**config.mk**
```make
export PLATFORM = sky130hd
export DESIGN_NAME = divide_flat
export DESIGN_NICKNAME = d
export VERILOG_FILES = /design/src/rtl/divide_if.sv /design/src/rtl/divide.sv /design/src/flat_wrapper.sv
export SDC_FILE = /design/constraint.sdc
export NUM_CORES = 1
export LEC_CHECK = 0
export BUFFER_PORTS_ARGS = -buffer_cell sky130_fd_sc_hd__buf_2
export CORE_UTILIZATION = 30
export DETAILED_ROUTE_END_ITERATION = 10
export PLACE_DENSITY = 0.42
export SETUP_SLACK_MARGIN = 0.05
export SYNTH_ARGS = -nofsm -noshare
export SYNTH_HDL_FRONTEND = slang
export SYNTH_SLANG_ARGS = --single-unit
```
**constraint.sdc**
```tcl
create_clock -name clk -period 5.8 [get_ports clk]
set_clock_uncertainty 0.2 [all_clocks]
set_input_delay 0.58 -clock clk [delete_from_list [all_inputs] [get_ports clk]]
set_output_delay 0.58 -clock clk [all_outputs]
set_load 0.05 [all_outputs]
```
**src/rtl/divide_if.sv**
```systemverilog
// Operand/result bundle for the sequential divider. The requester drives the
// operands and start. The divider returns the results and status flags.
interface divide_if #(parameter int WIDTH = 16);
   logic             start;
   logic             signed_op;
   logic [WIDTH-1:0] dividend;
   logic [WIDTH-1:0] divisor;
   logic [WIDTH-1:0] quotient;
   logic [WIDTH-1:0] remainder;
   logic             busy;
   logic             done;
   logic             div_by_zero;
   logic             overflow;

   modport master (
      output start, signed_op, dividend, divisor,
      input  quotient, remainder, busy, done, div_by_zero, overflow
   );

   modport slave (
      input  start, signed_op, dividend, divisor,
      output quotient, remainder, busy, done, div_by_zero, overflow
   );
endinterface

```
**src/rtl/divide.sv**
```systemverilog
// Sequential radix-2 restoring divider. It produces one quotient bit per clock
// and supports signed (truncating) and unsigned operation.
//
// state | meaning
// IDLE  | waiting for start; operands and signs captured on accept
// ITER  | WIDTH restoring steps on the operand magnitudes, MSB first
// FIX   | apply result signs and the divide-by-zero override
// DONE  | load output registers; done pulses on the following cycle
module divide #(
   parameter int WIDTH = 16
) (
   input  logic   clk,
   input  logic   rst,
   divide_if.slave bus
);
   localparam int CW = $clog2(WIDTH);

   typedef enum logic [1:0] {IDLE, ITER, FIX, DONE} state_t;

   state_t           state_q, state_d;
   logic [CW-1:0]    cnt_q, cnt_d;
   logic [WIDTH-1:0] r_q, r_d;
   logic [WIDTH-1:0] dvd_q, dvd_d;
   logic [WIDTH-1:0] dvs_q, dvs_d;
   logic [WIDTH-1:0] quo_q, quo_d;
   logic [WIDTH-1:0] raw_q, raw_d;
   logic             qsign_q, qsign_d;
   logic             rsign_q, rsign_d;
   logic             dz_q, dz_d;
   logic             ovf_q, ovf_d;
   logic [WIDTH-1:0] quotient_q, quotient_d;
   logic [WIDTH-1:0] remainder_q, remainder_d;
   logic             busy_q, busy_d;
   logic             done_q, done_d;
   logic             dz_out_q, dz_out_d;
   logic             ovf_out_q, ovf_out_d;

   logic [WIDTH:0]   r_sh;
   logic             neg_dvd;
   logic             neg_dvs;

   always_comb begin
      state_d     = state_q;
      cnt_d       = cnt_q;
      r_d         = r_q;
      dvd_d       = dvd_q;
      dvs_d       = dvs_q;
      quo_d       = quo_q;
      raw_d       = raw_q;
      qsign_d     = qsign_q;
      rsign_d     = rsign_q;
      dz_d        = dz_q;
      ovf_d       = ovf_q;
      quotient_d  = quotient_q;
      remainder_d = remainder_q;
      dz_out_d    = dz_out_q;
      ovf_out_d   = ovf_out_q;
      done_d      = 1'b0;
      r_sh        = '0;
      neg_dvd     = 1'b0;
      neg_dvs     = 1'b0;

      case (state_q)
         IDLE: begin
            if (bus.start) begin
               neg_dvd = bus.signed_op & bus.dividend[WIDTH-1];
               neg_dvs = bus.signed_op & bus.divisor[WIDTH-1];
               // Negating the most negative value yields 2^(WIDTH-1), which is
               // the correct unsigned magnitude.
               dvd_d   = neg_dvd ? -bus.dividend : bus.dividend;
               dvs_d   = neg_dvs ? -bus.divisor  : bus.divisor;
               qsign_d = neg_dvd ^ neg_dvs;
               rsign_d = neg_dvd;
               raw_d   = bus.dividend;
               dz_d    = (bus.divisor == '0);
               ovf_d   = bus.signed_op
                         & (bus.dividend == {1'b1, {(WIDTH-1){1'b0}}})
                         & (bus.divisor == '1);
               r_d     = '0;
               quo_d   = '0;
               cnt_d   = CW'(WIDTH - 1);
               state_d = ITER;
            end
         end
         ITER: begin
            r_sh  = {r_q, dvd_q[WIDTH-1]};
            dvd_d = dvd_q << 1;
            if (r_sh >= {1'b0, dvs_q}) begin
               r_d   = WIDTH'(r_sh - {1'b0, dvs_q});
               quo_d = {quo_q[WIDTH-2:0], 1'b1};
            end else begin
               r_d   = r_sh[WIDTH-1:0];
               quo_d = {quo_q[WIDTH-2:0], 1'b0};
            end
            if (cnt_q == '0) begin
               state_d = FIX;
            end else begin
               cnt_d = cnt_q - CW'(1);
            end
         end
         FIX: begin
            // The -2^(WIDTH-1) / -1 case wraps naturally here; only its flag
            // needs special handling.
            if (dz_q) begin
               quo_d = '1;
               r_d   = raw_q;
            end else begin
               quo_d = qsign_q ? -quo_q : quo_q;
               r_d   = rsign_q ? -r_q : r_q;
            end
            state_d = DONE;
         end
         DONE: begin
            quotient_d  = quo_q;
            remainder_d = r_q;
            dz_out_d    = dz_q;
            ovf_out_d   = ovf_q;
            done_d      = 1'b1;
            state_d     = IDLE;
         end
         default: state_d = IDLE;
      endcase

      busy_d = (state_d != IDLE);
   end

   always_ff @(posedge clk or posedge rst) begin
      if (rst) begin
         state_q     <= IDLE;
         cnt_q       <= '0;
         r_q         <= '0;
         dvd_q       <= '0;
         dvs_q       <= '0;
         quo_q       <= '0;
         raw_q       <= '0;
         qsign_q     <= 1'b0;
         rsign_q     <= 1'b0;
         dz_q        <= 1'b0;
         ovf_q       <= 1'b0;
         quotient_q  <= '0;
         remainder_q <= '0;
         busy_q      <= 1'b0;
         done_q      <= 1'b0;
         dz_out_q    <= 1'b0;
         ovf_out_q   <= 1'b0;
      end else begin
         state_q     <= state_d;
         cnt_q       <= cnt_d;
         r_q         <= r_d;
         dvd_q       <= dvd_d;
         dvs_q       <= dvs_d;
         quo_q       <= quo_d;
         raw_q       <= raw_d;
         qsign_q     <= qsign_d;
         rsign_q     <= rsign_d;
         dz_q        <= dz_d;
         ovf_q       <= ovf_d;
         quotient_q  <= quotient_d;
         remainder_q <= remainder_d;
         busy_q      <= busy_d;
         done_q      <= done_d;
         dz_out_q    <= dz_out_d;
         ovf_out_q   <= ovf_out_d;
      end
   end

   assign bus.quotient    = quotient_q;
   assign bus.remainder   = remainder_q;
   assign bus.busy        = busy_q;
   assign bus.done        = done_q;
   assign bus.div_by_zero = dz_out_q;
   assign bus.overflow    = ovf_out_q;
endmodule
```
**src/flat_wrapper.sv**
```systemverilog
// flat-port wrapper written by rule: the top's interface ports become plain ports
module divide_flat 
#(
   parameter int WIDTH = 16
)
  (clk, rst, bus_start, bus_signed_op, bus_dividend, bus_divisor, bus_quotient, bus_remainder, bus_busy, bus_done, bus_div_by_zero, bus_overflow);
  divide_if #(.WIDTH(WIDTH)) bus_i ();
  input  logic clk;
  input  logic rst;
  input wire logic [$bits(bus_i.start)-1:0] bus_start;
  input wire logic [$bits(bus_i.signed_op)-1:0] bus_signed_op;
  input wire logic [$bits(bus_i.dividend)-1:0] bus_dividend;
  input wire logic [$bits(bus_i.divisor)-1:0] bus_divisor;
  output wire logic [$bits(bus_i.quotient)-1:0] bus_quotient;
  output wire logic [$bits(bus_i.remainder)-1:0] bus_remainder;
  output wire logic [$bits(bus_i.busy)-1:0] bus_busy;
  output wire logic [$bits(bus_i.done)-1:0] bus_done;
  output wire logic [$bits(bus_i.div_by_zero)-1:0] bus_div_by_zero;
  output wire logic [$bits(bus_i.overflow)-1:0] bus_overflow;
  assign bus_i.start = bus_start;
  assign bus_i.signed_op = bus_signed_op;
  assign bus_i.dividend = bus_dividend;
  assign bus_i.divisor = bus_divisor;
  assign bus_quotient = bus_i.quotient;
  assign bus_remainder = bus_i.remainder;
  assign bus_busy = bus_i.busy;
  assign bus_done = bus_i.done;
  assign bus_div_by_zero = bus_i.div_by_zero;
  assign bus_overflow = bus_i.overflow;
  divide #(.WIDTH(WIDTH)) u_core (.clk(clk), .rst(rst), .bus(bus_i));
endmodule
```
; ---- Yosys cells after proc, flatten, opt, wreduce, memory -nomap -nowiden
; Index checks and enable logic that the tools add are counted.
[word_totals]
output_inout_bits = 36
regBits = 126
elab_cells = 69
[op_classes]
eq_ne = 9
reduce_logical = 11
addsub = 6
mux = 20
n_bitwise = 5
order_cmp = 1
[ops]
columns = operator, count
row1 = 16-bit 2-to-1 mux, 9
row2 = 16-bit case mux with 3 select lines, 2
row3 = 16-bit negation, 4
row4 = "16-bit equality test, second input constant", 2
row5 = 16-bit case mux with 2 select lines, 1
row6 = 17-bit by 16-bit >= comparator with 1-bit output, 1
row7 = 16-bit zero test, 1
row8 = 16-bit subtractor, 1
row9 = 3-bit AND reduction, 3
row10 = 4-bit 2-to-1 mux, 2
row11 = 2-bit case mux with 4 select lines, 1
row12 = 4-bit case mux with 2 select lines, 1
row13 = "3-bit by 1-bit inequality test with 1-bit output, second input constant", 2
row14 = 1-bit bitwise AND, 4
row15 = "2-bit equality test, second input constant", 2
row16 = 4-bit zero test, 1
row17 = 2-bit 2-to-1 mux, 2
row18 = "2-bit inequality test, second input constant", 2
row19 = 2-bit AND reduction, 2
row20 = 2-bit nonzero test, 2
row21 = "4-bit by 1-bit subtractor with 4-bit output, second input constant", 1
row22 = 3-bit nonzero test, 1
row23 = "2-bit by 1-bit equality test with 1-bit output, second input constant", 1
row24 = 2-bit zero test, 1
row25 = other kinds (2), 3

; ---- Longest topological paths before layout
[logic_depth]
ltp_word = 4
ltp_mapped = 11
mapped_depth_nobuf = 10

; ---- Least setup slack after synthesis
; Ideal clock, no wire load.
[synth_path]
path_type = register to register
from = register u_core.r_q[7]
to = register u_core.r_q[2]
path_stages_with_launch = 11
t_arrival_ns = 2.306
period_less_slack_ns = 2.632
setup_ns = 0.126
setup_slack_ns = 3.168
path_cell_list = dfrtp_1 -> ha_1 -> clkbuf_1 -> a21oi_1 -> o21ai_1 -> a21oi_1 -> o21ai_1 -> o22ai_2 -> buf_2 -> nor2_1 -> a221o_1
[synth_between]
elab_chain_len = 3
[synth_lines]
columns = item, line_no
row1 = "start, declared", divide.sv:22  ; logic [WIDTH-1:0] r_q, r_d;
row2 = "start signal, assigned", divide.sv:149  ; r_q <= r_d;
row3 = 17-bit by 16-bit >= comparator with 1-bit output, divide.sv:88  ; if (r_sh >= {1'b0, dvs_q}) begin
row4 = 16-bit 2-to-1 mux, divide.sv:88
row5 = 16-bit case mux with 3 select lines, divide.sv:63  ; case (state_q)
; Every way passes these cells.
; A chain may end at the register's enable or synchronous reset.

; ---- Final worst setup path
[layout_path]
from = register u_core.r_q[5]
to = register u_core.r_q[14]
[layout_between]
elab_chain_len = 4
word_cells_on_any_way = 7
classes_between = 2 x add/sub / 1 x order compare / 4 x mux
[layout_lines]
columns = item, line_no
row1 = 16-bit negation, divide.sv:109  ; r_d = rsign_q ? -r_q : r_q;
row2 = 16-bit 2-to-1 mux, divide.sv:109
row3 = 16-bit 2-to-1 mux, divide.sv:104  ; if (dz_q) begin
row4 = 16-bit case mux with 3 select lines (*), divide.sv:63
; Mark *: on every way between the ends. The rest lies on a longest branch, timed or not. The select of a mux whose other input is x is not followed.

==> metrics <==
Clk Latency, worst-skew pair 420 ps; CTS Sinks 126; main combinational cell family by area after synthesis compound AO/OA/AOI/OAI gates; vias in the first global route 6349; post-synthesis adder-cell area fraction 4.47%; Layout Cells excl Fill 1254; WL final 22.8 mm; CTS tree yes; final-report setup violation count 0; DRT iter0 DRCs 389; die height 162 um; Pleak 0.00423 uW; Fill cells 2671; Yosys top cell by area dfrtp_1; Die Footprint 26400 um^2; RSZ-0062 raised after global routing false; post-synthesis instance area 7730 um^2; min Tclk post-route 3390 ps; Tot Pwr 4580 uW; number of enable flip-flop cells after synthesis 0; Seq/Total Area, Yosys 40.8%; Arr. time, crit path 3480 ps; cts bufs inserted 17; share of cells above drive strength 1 19.3%; via count 6486; # DRC 0; first-pass GRT wire length 36.4 mm; DP Wirelength 16.2 mm; Longest Clk Path Bufs 2; Post-Synth XOR/XNOR Area 5.78%; Slew HR 34.2%; initial core utilization 30.6%; final worst-path cycle share 58.4%; largest net degree at the start of global routing 86; Max Freq 295 MHz; hold buffers post-CTS 0; WP data required 5900 ps; post-synthesis mux area share 8.58%; vias per inst 5.17; Yosys cell types 73; Yosys reg bits 126; Cells after Synth 857; Worst-path clk slew 60 ps; Layout area overhead 17.1%; setup_tns 0 ps; nets 973; Post-CTS Setup Repair Bufs 0; chip width 162 um; Synth Area in Simple Gates 16.9%; Final Slew Violations 0; crit start category flip-flop; max_cap viols 0; number of gates resized after cts 0; Worst R2R Start u_core.r_q[5]$_DFFE_PP0P_; gr usage total 17.9%; 1st-pass router iterations 5; Core ar. 25300 um^2; gr ovfl total 0; HP Class primary input to async pin; post-synth net total 920; Top FF cell, synth dfrtp_1; top cells by count, synth 126 x dfrtp_1, 94 x nand2_1, 64 x o21ai_0; post-synth top area share 40.8%; H-tree Lvls 4; CTS Root Cell clkbuf_16; asr flop ratio synth 100%; initial antenna violation count 2; Setup CP Type flip-flop to flip-flop; Synth area leaders dfrtp_1 41%, mux2_2 7.0%, nand2_1 4.6%, ha_1 4.2%, o21ai_0 4.1%; Synth Area in Compound Gates 19.3%; Final Hold Vio Count 0; status complete, no violations; IO Count 72; ANT nets after route 0; Syn. warnings 0; peak supply drop 0.186 mV; Worst-Margin Slew 987 ps; crit path max fanout 14; gpl congestion 0.800; # placed instances 1221; power per cell area 506 nW/um^2; most frequent cell after synthesis dfrtp_1; average wire per standard cell 18.2 um; syn_area_per_cell 9.02 um^2; Final Core Density 35.8%; num rows 58; Setup crit start u_core.r_q[5]$_DFFE_PP0P_; port bufs 71; CP endpoint kind flip-flop
-- placed cells by master (no fill, tap or decap), types with 5 or more instances in the layout --
| master | synthesis | layout |
|---|---|---|
| nand2b_1 | 6 | 6 |
| inv_1 | 37 | 36 |
| buf_4 | 0 | 10 |
| buf_2 | 3 | 71 |
| nor2b_1 | 9 | 9 |
| o21a_1 | 8 | 8 |
| o21ai_0 | 64 | 64 |
| nand3_1 | 21 | 21 |
| a21o_1 | 12 | 12 |
| nor2_1 | 60 | 60 |
| o21ai_1 | 31 | 31 |
| o311ai_1 | 7 | 7 |
| xnor2_1 | 28 | 28 |
| o31ai_1 | 13 | 13 |
| a22oi_1 | 9 | 9 |
| ha_1 | 26 | 25 |
| a21oi_1 | 58 | 58 |
| nand4_1 | 7 | 7 |
| xor2_1 | 23 | 23 |
| clkbuf_16 | 0 | 17 |
| dfrtp_1 | 126 | 126 |
| or3_1 | 5 | 5 |
| mux2i_1 | 10 | 10 |
| nand2_1 | 94 | 93 |
| nor4_1 | 8 | 8 |
| nor3_1 | 22 | 22 |
| mux2_2 | 48 | 48 |
-- through the flow --
stage	worst slack [ps]	area, um^2	hold WS (ps)
floorplan	1660	7730	244
global placement	2500	8400	263
detailed placement	2430	8400	271
CTS	2400	9050	170
global route	2210	9050	194
finish	2410	9050	123
-- final cells by class --
class                           count  area [um^2]  share of cell area, %
Antenna cell                        1         2.50                 0.0276
Clock buffer                       20          467                   5.16
Clock inverter                     12          181                   2.00
Inverter                           38          148                   1.63
Multi-Input combinational cell    646         4260                   47.0
Sequential cell                   126         3150                   34.8
Tap cell                          330          413                   4.56
Timing Repair Buffer               81          430                   4.76
-- critical path: stages (launching register included) --
cell	delay, ps
dfrtp_1	500
ha_1	450
a21oi_1	280
o21ai_1	120
a21oi_1	160
o21ai_1	130
o22ai_2	600
buf_4	330
or3b_1	360
o311a_1	130
-- flip-flops by register name, indices dropped and copies added (netlist names) --
signal and flops:
u_core.bus.busy 1, u_core.bus.div_by_zero 1, u_core.bus.done 1, u_core.bus.overflow 1
u_core.bus.quotient 16, u_core.bus.remainder 16, u_core.cnt_q 4, u_core.dvd_q 16
u_core.dvs_q 16, u_core.dz_q 1, u_core.ovf_q 1, u_core.qsign_q 1
u_core.quo_q 16, u_core.r_q 16, u_core.raw_q 16, u_core.rsign_q 1
u_core.state_q 2
-- metal layers --
metal	vias up	global-route usage, %	part of all wire [%]
met5	-	0	0
met1	3131	26.5	51
met4	0	4.76	0.87
li1	3173	-	-
met2	168	26.6	43
met3	14	3.11	5.1
-- logic make-up (layout without fill, tap and decap cells) --
| group | Yosys count | in the layout |
|---|---|---|
| buf+inv | 85 | 151 |
| flops | 126 | 126 |
| fa+ha+maj | 27 | 27 |
| mux | 60 | 60 |
| xor+xnor | 51 | 51 |
| other cells | 0 | 1 |
| compound gates | 243 | 243 |
| simple gates | 265 | 265 |
-- final timing paths --
path | to | slack [ps] | cells past startpoint
setup / recovery | u_core.r_q[14]$_DFFE_PP0P_ | 2410 | 9
hold / removal | u_core.bus.remainder[9]$_DFFE_PP0P_ | 120 | 2
setup reg to reg | u_core.r_q[14]$_DFFE_PP0P_ | 2410 | 9
hold reg to reg | u_core.dvd_q[9]$_DFFE_PP0P_ | 280 | 2
max in group asynchronous | u_core.raw_q[2]$_DFFE_PP0P_ | 4160 | 3
min in group clk | u_core.dz_q$_DFFE_PP0P_ | 230 | 2
-- where the power goes --
part / switching (uW) / leakage [uW] / total [uW] / internal, uW
clock: 429 / 0.000305 / 1190 / 756
combinational: 1270 / 0.00227 / 2070 / 802
sequential: 212 / 0.00166 / 1320 / 1110
No activity file was read; power rests on OpenSTA's default activity.
